--- config.mk ---
export PLATFORM = sky130hd
export DESIGN_NAME = eth_ts_fingerprint_tag_flat
export DESIGN_NICKNAME = d
export VERILOG_FILES = /design/src/rtl/eth_ts_fingerprint_tag_if.sv /design/src/rtl/eth_ts_fingerprint_tag.sv /design/src/flat_wrapper.sv
export SDC_FILE = /design/constraint.sdc
export NUM_CORES = 1
export LEC_CHECK = 0
export ABC_AREA = 1
export CAP_MARGIN = 20
export CORE_ASPECT_RATIO = 1.1
export CORE_MARGIN = 2
export CORE_UTILIZATION = 30
export DETAILED_ROUTE_END_ITERATION = 10
export SKIP_LAST_GASP = 1
export SYNTH_ARGS = -nofsm -noshare
export SYNTH_HDL_FRONTEND = slang
export SYNTH_SLANG_ARGS = --single-unit
--- constraint.sdc ---
create_clock -name clock -period 4.3 [get_ports clock]
set_input_delay 0.645 -clock clock [delete_from_list [all_inputs] [get_ports clock]]
set_output_delay 0.645 -clock clock [all_outputs]
set_load 0.1 [all_outputs]
--- src/rtl/eth_ts_fingerprint_tag_if.sv ---
// Packet and fingerprint streams of the TX timestamp fingerprint tagger.
// The slave modport is the tagger's view; master is the source/sink side.
interface eth_ts_fingerprint_tag_if #(
  parameter int DATA_WIDTH  = 64,
  parameter int EMPTY_WIDTH = 3,
  parameter int FP_WIDTH    = 8
);
  logic                   asi_pkt_valid;
  logic                   asi_pkt_ready;
  logic [DATA_WIDTH-1:0]  asi_pkt_data;
  logic                   asi_pkt_sop;
  logic                   asi_pkt_eop;
  logic [EMPTY_WIDTH-1:0] asi_pkt_empty;
  logic                   asi_pkt_ts_req;

  logic                   aso_pkt_valid;
  logic                   aso_pkt_ready;
  logic [DATA_WIDTH-1:0]  aso_pkt_data;
  logic                   aso_pkt_sop;
  logic                   aso_pkt_eop;
  logic [EMPTY_WIDTH-1:0] aso_pkt_empty;
  logic                   aso_pkt_ts_req_valid;
  logic [FP_WIDTH-1:0]    aso_pkt_fingerprint;

  logic                   aso_fingerprint_valid;
  logic                   aso_fingerprint_ready;
  logic [FP_WIDTH-1:0]    aso_fingerprint;

  modport slave (
    input  asi_pkt_valid, asi_pkt_data, asi_pkt_sop, asi_pkt_eop,
           asi_pkt_empty, asi_pkt_ts_req, aso_pkt_ready, aso_fingerprint_ready,
    output asi_pkt_ready, aso_pkt_valid, aso_pkt_data, aso_pkt_sop, aso_pkt_eop,
           aso_pkt_empty, aso_pkt_ts_req_valid, aso_pkt_fingerprint,
           aso_fingerprint_valid, aso_fingerprint
  );

  modport master (
    output asi_pkt_valid, asi_pkt_data, asi_pkt_sop, asi_pkt_eop,
           asi_pkt_empty, asi_pkt_ts_req, aso_pkt_ready, aso_fingerprint_ready,
    input  asi_pkt_ready, aso_pkt_valid, aso_pkt_data, aso_pkt_sop, aso_pkt_eop,
           aso_pkt_empty, aso_pkt_ts_req_valid, aso_pkt_fingerprint,
           aso_fingerprint_valid, aso_fingerprint
  );
endinterface

--- src/rtl/eth_ts_fingerprint_tag.sv ---
// Tags timestamp-requesting TX packets with a rolling fingerprint on the SOP
// beat and pushes the same fingerprint to the comparator's FIFO stream.
module eth_ts_fingerprint_tag #(
  parameter int DATA_WIDTH  = 64,
  parameter int EMPTY_WIDTH = 3,
  parameter int FP_WIDTH    = 8
) (
  input  logic                        clock,
  input  logic                        reset_n,
  input  logic                        csr_ts_enable,
  eth_ts_fingerprint_tag_if.slave     bus,
  output logic                        err_sop,
  output logic [15:0]                 stall_count
);

  typedef enum logic {IDLE = 1'b0, BODY = 1'b1} state_e;

  typedef struct packed {
    logic [DATA_WIDTH-1:0]  data;
    logic                   sop;
    logic                   eop;
    logic [EMPTY_WIDTH-1:0] empty;
    logic                   ts_req_valid;
    logic [FP_WIDTH-1:0]    fp;
  } beat_t;

  state_e              state_q, state_d;
  beat_t               beat_q, beat_d;
  logic                pkt_vld_q, pkt_vld_d;
  logic                fp_vld_q, fp_vld_d;
  logic [FP_WIDTH-1:0] fp_q, fp_d;
  logic [FP_WIDTH-1:0] fp_cnt_q, fp_cnt_d;
  logic                err_q, err_d;
  logic [15:0]         stall_q, stall_d;

  logic slot_free, in_ready, accept, sop_ok, fwd, drop, ts_hit, in_idle;

  // A new packet may not start while the previous fingerprint is still
  // waiting, which keeps fingerprint order locked to packet order.
  always_comb begin
    in_idle   = (state_q == IDLE);
    slot_free = !pkt_vld_q || bus.aso_pkt_ready;
    in_ready  = reset_n && (in_idle ? (slot_free && !fp_vld_q) : slot_free);
    accept    = bus.asi_pkt_valid && in_ready;
    sop_ok    = in_idle ? bus.asi_pkt_sop : !bus.asi_pkt_sop;
    fwd       = accept && sop_ok;
    drop      = accept && !sop_ok;
    ts_hit    = fwd && in_idle && bus.asi_pkt_ts_req && csr_ts_enable;
  end

  always_comb begin
    state_d = state_q;
    if (fwd) begin
      case (state_q)
        IDLE:    if (!bus.asi_pkt_eop) state_d = BODY;
        BODY:    if (bus.asi_pkt_eop)  state_d = IDLE;
        default: state_d = IDLE;
      endcase
    end
  end

  always_comb begin
    pkt_vld_d = pkt_vld_q;
    beat_d    = beat_q;
    if (fwd) begin
      pkt_vld_d           = 1'b1;
      beat_d.data         = bus.asi_pkt_data;
      beat_d.sop          = bus.asi_pkt_sop;
      beat_d.eop          = bus.asi_pkt_eop;
      beat_d.empty        = bus.asi_pkt_empty;
      beat_d.ts_req_valid = ts_hit;
      beat_d.fp           = ts_hit ? fp_cnt_q : '0;
    end else if (bus.aso_pkt_ready) begin
      pkt_vld_d = 1'b0;
    end
  end

  // ts_hit only happens with the fingerprint register empty, so load and
  // pop are mutually exclusive.
  always_comb begin
    fp_vld_d = fp_vld_q;
    fp_d     = fp_q;
    fp_cnt_d = fp_cnt_q;
    if (ts_hit) begin
      fp_vld_d = 1'b1;
      fp_d     = fp_cnt_q;
      fp_cnt_d = fp_cnt_q + 1'b1;
    end else if (fp_vld_q && bus.aso_fingerprint_ready) begin
      fp_vld_d = 1'b0;
      fp_d     = '0;
    end
  end

  always_comb begin
    err_d   = drop;
    stall_d = stall_q;
    if (in_idle && bus.asi_pkt_valid && slot_free && fp_vld_q && (stall_q != 16'hFFFF))
      stall_d = stall_q + 16'd1;
  end

  always_ff @(posedge clock or negedge reset_n) begin
    if (!reset_n) state_q <= IDLE;
    else          state_q <= state_d;
  end

  always_ff @(posedge clock or negedge reset_n) begin
    if (!reset_n) begin
      beat_q    <= '0;
      pkt_vld_q <= 1'b0;
      fp_vld_q  <= 1'b0;
      fp_q      <= '0;
      fp_cnt_q  <= '0;
      err_q     <= 1'b0;
      stall_q   <= '0;
    end else begin
      beat_q    <= beat_d;
      pkt_vld_q <= pkt_vld_d;
      fp_vld_q  <= fp_vld_d;
      fp_q      <= fp_d;
      fp_cnt_q  <= fp_cnt_d;
      err_q     <= err_d;
      stall_q   <= stall_d;
    end
  end

  assign bus.asi_pkt_ready         = in_ready;
  assign bus.aso_pkt_valid         = pkt_vld_q;
  assign bus.aso_pkt_data          = beat_q.data;
  assign bus.aso_pkt_sop           = beat_q.sop;
  assign bus.aso_pkt_eop           = beat_q.eop;
  assign bus.aso_pkt_empty         = beat_q.empty;
  assign bus.aso_pkt_ts_req_valid  = beat_q.ts_req_valid;
  assign bus.aso_pkt_fingerprint   = beat_q.fp;
  assign bus.aso_fingerprint_valid = fp_vld_q;
  assign bus.aso_fingerprint       = fp_q;
  assign err_sop                   = err_q;
  assign stall_count               = stall_q;

endmodule
--- src/flat_wrapper.sv ---
// flat-port wrapper written by rule: the top's interface ports become plain ports
module eth_ts_fingerprint_tag_flat 
#(
  parameter int DATA_WIDTH  = 64,
  parameter int EMPTY_WIDTH = 3,
  parameter int FP_WIDTH    = 8
)
  (clock, reset_n, csr_ts_enable, err_sop, stall_count, bus_asi_pkt_valid, bus_asi_pkt_data, bus_asi_pkt_sop, bus_asi_pkt_eop, bus_asi_pkt_empty, bus_asi_pkt_ts_req, bus_aso_pkt_ready, bus_aso_fingerprint_ready, bus_asi_pkt_ready, bus_aso_pkt_valid, bus_aso_pkt_data, bus_aso_pkt_sop, bus_aso_pkt_eop, bus_aso_pkt_empty, bus_aso_pkt_ts_req_valid, bus_aso_pkt_fingerprint, bus_aso_fingerprint_valid, bus_aso_fingerprint);
  eth_ts_fingerprint_tag_if #(.DATA_WIDTH(DATA_WIDTH), .EMPTY_WIDTH(EMPTY_WIDTH), .FP_WIDTH(FP_WIDTH)) bus_i ();
  input  logic clock;
  input  logic reset_n;
  input  logic csr_ts_enable;
  output logic err_sop;
  output logic [15:0] stall_count;
  input wire logic [$bits(bus_i.asi_pkt_valid)-1:0] bus_asi_pkt_valid;
  input wire logic [$bits(bus_i.asi_pkt_data)-1:0] bus_asi_pkt_data;
  input wire logic [$bits(bus_i.asi_pkt_sop)-1:0] bus_asi_pkt_sop;
  input wire logic [$bits(bus_i.asi_pkt_eop)-1:0] bus_asi_pkt_eop;
  input wire logic [$bits(bus_i.asi_pkt_empty)-1:0] bus_asi_pkt_empty;
  input wire logic [$bits(bus_i.asi_pkt_ts_req)-1:0] bus_asi_pkt_ts_req;
  input wire logic [$bits(bus_i.aso_pkt_ready)-1:0] bus_aso_pkt_ready;
  input wire logic [$bits(bus_i.aso_fingerprint_ready)-1:0] bus_aso_fingerprint_ready;
  output wire logic [$bits(bus_i.asi_pkt_ready)-1:0] bus_asi_pkt_ready;
  output wire logic [$bits(bus_i.aso_pkt_valid)-1:0] bus_aso_pkt_valid;
  output wire logic [$bits(bus_i.aso_pkt_data)-1:0] bus_aso_pkt_data;
  output wire logic [$bits(bus_i.aso_pkt_sop)-1:0] bus_aso_pkt_sop;
  output wire logic [$bits(bus_i.aso_pkt_eop)-1:0] bus_aso_pkt_eop;
  output wire logic [$bits(bus_i.aso_pkt_empty)-1:0] bus_aso_pkt_empty;
  output wire logic [$bits(bus_i.aso_pkt_ts_req_valid)-1:0] bus_aso_pkt_ts_req_valid;
  output wire logic [$bits(bus_i.aso_pkt_fingerprint)-1:0] bus_aso_pkt_fingerprint;
  output wire logic [$bits(bus_i.aso_fingerprint_valid)-1:0] bus_aso_fingerprint_valid;
  output wire logic [$bits(bus_i.aso_fingerprint)-1:0] bus_aso_fingerprint;
  assign bus_i.asi_pkt_valid = bus_asi_pkt_valid;
  assign bus_i.asi_pkt_data = bus_asi_pkt_data;
  assign bus_i.asi_pkt_sop = bus_asi_pkt_sop;
  assign bus_i.asi_pkt_eop = bus_asi_pkt_eop;
  assign bus_i.asi_pkt_empty = bus_asi_pkt_empty;
  assign bus_i.asi_pkt_ts_req = bus_asi_pkt_ts_req;
  assign bus_i.aso_pkt_ready = bus_aso_pkt_ready;
  assign bus_i.aso_fingerprint_ready = bus_aso_fingerprint_ready;
  assign bus_asi_pkt_ready = bus_i.asi_pkt_ready;
  assign bus_aso_pkt_valid = bus_i.aso_pkt_valid;
  assign bus_aso_pkt_data = bus_i.aso_pkt_data;
  assign bus_aso_pkt_sop = bus_i.aso_pkt_sop;
  assign bus_aso_pkt_eop = bus_i.aso_pkt_eop;
  assign bus_aso_pkt_empty = bus_i.aso_pkt_empty;
  assign bus_aso_pkt_ts_req_valid = bus_i.aso_pkt_ts_req_valid;
  assign bus_aso_pkt_fingerprint = bus_i.aso_pkt_fingerprint;
  assign bus_aso_fingerprint_valid = bus_i.aso_fingerprint_valid;
  assign bus_aso_fingerprint = bus_i.aso_fingerprint;
  eth_ts_fingerprint_tag #(.DATA_WIDTH(DATA_WIDTH), .EMPTY_WIDTH(EMPTY_WIDTH), .FP_WIDTH(FP_WIDTH)) u_core (.clock(clock), .reset_n(reset_n), .csr_ts_enable(csr_ts_enable), .bus(bus_i), .err_sop(err_sop), .stall_count(stall_count));
endmodule
### After elaboration in Yosys (flattened, before gate mapping)

Index checks and enable logic that the tools add are counted.

| storage, ports and cells | value |
|---|---|
| logic and storage cells | 47 |
| bits of input ports | 76 |
| bits in registers | 114 |

| operators by class | value |
|---|---|
| $add $sub $neg | 2 |
| eq/ne operators | 1 |
| reduce and logical (&&, ||, !) cells | 20 |
| muxes and demuxes | 10 |
| bitwise gates (word level) | 1 |

Operators by type and width:

| operator | number |
|---|---|
| $mux 8 | 3 |
| $add 16x1->16 const B | 1 |
| $ne 16x16->1 const B | 1 |
| $logic_and 1x1->1 | 13 |
| $add 8x1->8 const B | 1 |
| $mux 1 | 7 |
| $logic_not 1->1 | 4 |
| $reduce_bool 2->1 | 2 |
| $logic_or 1x1->1 | 1 |
| $not 1->1 | 1 |

### Logic depth before layout (Yosys ltp)

| depth | value |
|---|---|
| depth after elaboration | 11 |
| depth in mapped cells | 10 |
| mapped depth without buffers | 8 |

### Least setup slack after synthesis

No wires, ideal clock.

| timing path | value |
|---|---|
| path type | register to output |
| start | register u_core.fp_vld_q (netlist: u_core.bus.aso_fingerprint_valid) |
| end | output port bus_asi_pkt_ready |
| required time | 3.655 ns |
| arrival time | 2.484 ns |
| slack | 1.171 ns |
| stages on the path, launching flop included | 4 |
| cell sequence | dfrtp_1 > inv_1 > o21ai_1 > a21oi_1 |

| between the ends | value |
|---|---|
| word-level cells in the longest chain between the ends | 4 |

Ends and longest elaborated chain:

| what | RTL line | RTL |
|---|---|---|
| start, declared | eth_ts_fingerprint_tag.sv:30 | `logic fp_vld_q, fp_vld_d;` |
| start signal, assigned | eth_ts_fingerprint_tag.sv:118 | `fp_vld_q <= fp_vld_d;` |
| $logic_not 1->1 | eth_ts_fingerprint_tag.sv:43 | `in_ready = reset_n && (in_idle ? (slot_free && !fp_vld_q) : slot_free);` |
| $logic_and 1x1->1 | eth_ts_fingerprint_tag.sv:43 |  |
| $mux 1 | eth_ts_fingerprint_tag.sv:43 |  |
| $logic_and 1x1->1 | eth_ts_fingerprint_tag.sv:43 |  |
| end, declared | flat_wrapper.sv:23 | `output wire logic [$bits(bus_i.asi_pkt_ready)-1:0] bus_asi_pkt_ready;` |

No other way between the ends.

### Worst setup path after layout

| timing path | value |
|---|---|
| start | register u_core.stall_q[2] (netlist: u_core.stall_count[2]) |
| end | output port stall_count[2] |

RTL lines:

| what | RTL line | RTL |
|---|---|---|
| start, declared | eth_ts_fingerprint_tag.sv:34 | `logic [15:0] stall_q, stall_d;` |
| start signal, assigned | eth_ts_fingerprint_tag.sv:122 | `stall_q <= stall_d;` |
| end, declared | flat_wrapper.sv:14 | `output logic [15:0] stall_count;` |

No word-level cell between the ends.

==> results_dict.tcl <==
set metrics [dict create \
    status "finished clean" \
    worst-path-buf-inv 1 \
    setup_viol 0 \
    dp_hpwl_um 9070 \
    grt_setup_unrepaired "no" \
    path_cells "clkdlybuf4s50_1" \
    cts_setup_buffers 0 \
    initial_core_util_pct 30.5 \
    crit_path_end_kind "output port" \
    ys_warn_count 0 \
    ys_seq_elements 114 \
    worstPathMaxFanout 7 \
    slew_viol_final 0 \
    num_rows 48 \
    cap_violations 0 \
    ys_types 19 \
    finalNonFillerCells 967 \
    critPathLaunch "u_core.stall_count[2]" \
    grt_max_degree 83 \
    syn_inst 572 \
    cts.path.max_buffers 2 \
    critical_path_class "reg -> out" \
    drtAntennaViolNets 0 \
    antenna_found_initial 0 \
    htree_levels 4 \
    crit_family "buffers and inverters" \
    slew_headroom_pct 31.5 \
    dieArea_um2 17000 \
    drcViolationCount 0 \
    critical_path.max_stage_delay_ns 1.18 \
    wl_per_cell_um 13.6 \
    die_y_um 136 \
    pre_cts_ws_ns 1.51 \
    grt_pass1_vias 4318 \
    cts.clk_slew.worst_paths_ns 0.05 \
    r2r-end "u_core.bus.aso_pkt_fingerprint[4]" \
    clock_skew_ns 0.00762 \
    ctsRootBufferMaster "clkbuf_16" \
    fmax_mhz 370 \
    ios 182 \
    port_buffers 181 \
    viasPerCell 4.47 \
    clkSinkCount 114 \
    place_inst 933 \
    cts_buffers 17 \
    cp_data_arrival_time_ns 2.05 \
    overflow 0 \
    path_depth 1 \
    syn-num-nets 650 \
    die_x_um 124 \
    ys_seq_area_share_pct 59.6 \
    syn_to_final_growth_pct 55.6 \
    postRouteWirelength_um 13200 \
    insertion_delay_ns 0.41 \
    critPathSlowestCell "clkdlybuf4s50_1" \
    min_period_ns 2.70 \
    grt_first_pass_wirelength_um 21700 \
    syn_area_per_cell_um2 8.36 \
    tns_ns 0 \
    worst_slack_ns 1.60 \
    vias 4326 \
    cp-start-kind "register" \
    synth_area_um2 4780 \
    hold_viol 0 \
    tightest_slew_ns 1.02 \
    nets 832 \
    min_path_type "in -> async" \
    grt_use_total_pct 16.1 \
    required_ns 3.65 \
    post-route-period-util_pct 62.8 \
    post_cts_resized 0 \
    coreArea_um2 15700 \
    first_pass_iters 4 \
    place_congestion 0.824 \
    drt_iter0_drc 271 \
    reg2reg_depth 7 \
    drive_gt1_share_pct 5.48 \
    diodes 0 \
    cts_tree "built" \
    r2r-start "u_core.bus.aso_fingerprint_valid" \
    cts_hold_buffers 0 \
    endpoint "stall_count[2]" \
    r2r_slack_ns 2.22 \
]
-- through the flow --
step	cell area (um^2)	utilization [%]	hold slack, ns
final	7440	47.5	0.195
after CTS	7390	47.2	0.193
after global placement	6730	43.0	0.462
after global routing	7440	47.5	0.213
after detailed placement	6730	43.0	0.465
after floorplan	4780	-	0.349
-- registers in the layout, indices dropped and copies added, names as in the netlist --
register,cells
u_core.bus.aso_pkt_data,64
u_core.stall_count,16
u_core.bus.aso_fingerprint,8
u_core.bus.aso_pkt_fingerprint,8
u_core.fp_cnt_q,8
u_core.bus.aso_pkt_empty,3
u_core.bus.aso_fingerprint_valid,1
u_core.bus.aso_pkt_eop,1
u_core.bus.aso_pkt_sop,1
u_core.bus.aso_pkt_ts_req_valid,1
u_core.bus.aso_pkt_valid,1
u_core.err_sop,1
u_core.state_q,1
-- worst min-delay path by stage --
stage                                      from  cells after the start  slack (ns)                       endpoint
floorplan                               reset_n                      0        0.35  u_core.bus.aso_fingerprint[0]
CTS                                     reset_n                      1        0.19    u_core.bus.aso_pkt_data[36]
global route                            reset_n                      1        0.21    u_core.bus.aso_pkt_data[38]
detailed placement  u_core.bus.aso_pkt_data[13]                      2        0.46    u_core.bus.aso_pkt_data[13]
finish                                  reset_n                      1        0.20    u_core.bus.aso_pkt_data[38]
global placement    u_core.bus.aso_pkt_data[29]                      2        0.46    u_core.bus.aso_pkt_data[29]
-- layer usage --
metal	vias to the layer above	global-route usage, %	part of all wire (%)
li1	2128	-	-
met1	2043	19.1	42
met2	134	26.5	49
met3	21	5.79	6.5
met4	0	7.12	2.2
met5	-	0	0
-- cells in the final DEF, fill, tap and decap left out --
cell type and count:
nand2_1 321, clkdlybuf4s50_1 179, dfrtp_1 114, nand3_1 33
nor2_1 19, inv_1 18, clkbuf_16 17, o21ai_0 10
xnor2_1 7, xor2_1 6, nand4_1 6, bufinv_16 5
o21ai_1 4, buf_4 4, nor3_1 3, nand2_2 3
clkinvlp_4 3, inv_2 2, ha_1 2, clkinv_4 2
clkbuf_8 2, a21oi_1 1, nand3b_1 1, inv_6 1
clkinv_2 1, clkbuf_1 1, buf_12 1, buf_16 1
-- area by class of cell --
cell class / instances / area [um^2]
clock inverters: 12 / 204
repair buffers: 185 / 1870
flip-flops and latches: 114 / 2850
multi-input cells: 416 / 1730
fillers: 1477 / 8230
clock buffers: 20 / 457
well taps: 200 / 250
inverters: 20 / 75.1
-- synthesized netlist by cell type (all sizes together) --
| cell type | number | area, um^2 |
|---|---|---|
| xnor2 | 7 | 61.3 |
| ha | 2 | 25.0 |
| dfrtp | 114 | 2850 |
| a21oi | 1 | 5.00 |
| nor3 | 3 | 15.0 |
| nor2 | 19 | 71.3 |
| buf | 22 | 124 |
| inv | 20 | 75.1 |
| nand3b | 1 | 7.51 |
| nand4 | 6 | 37.5 |
| nand3 | 33 | 165 |
| nand2 | 324 | 1220 |
| xor2 | 6 | 52.6 |
| o21ai | 14 | 70.1 |
-- cells by family after synthesis --
kind of cell / Yosys count / synth area share (%)
AO/OA/AOI/OAI: 15 / 1.57
buffers and inverters: 42 / 4.16
XOR/XNOR: 13 / 2.38
AND/OR/NAND/NOR: 386 / 31.7
adder cells (fa/ha/maj): 2 / 0.523
flip-flops: 114 / 59.6
Power is not shown: default switching activity piles up to over one toggle a cycle in this logic, so the estimate is an artifact.
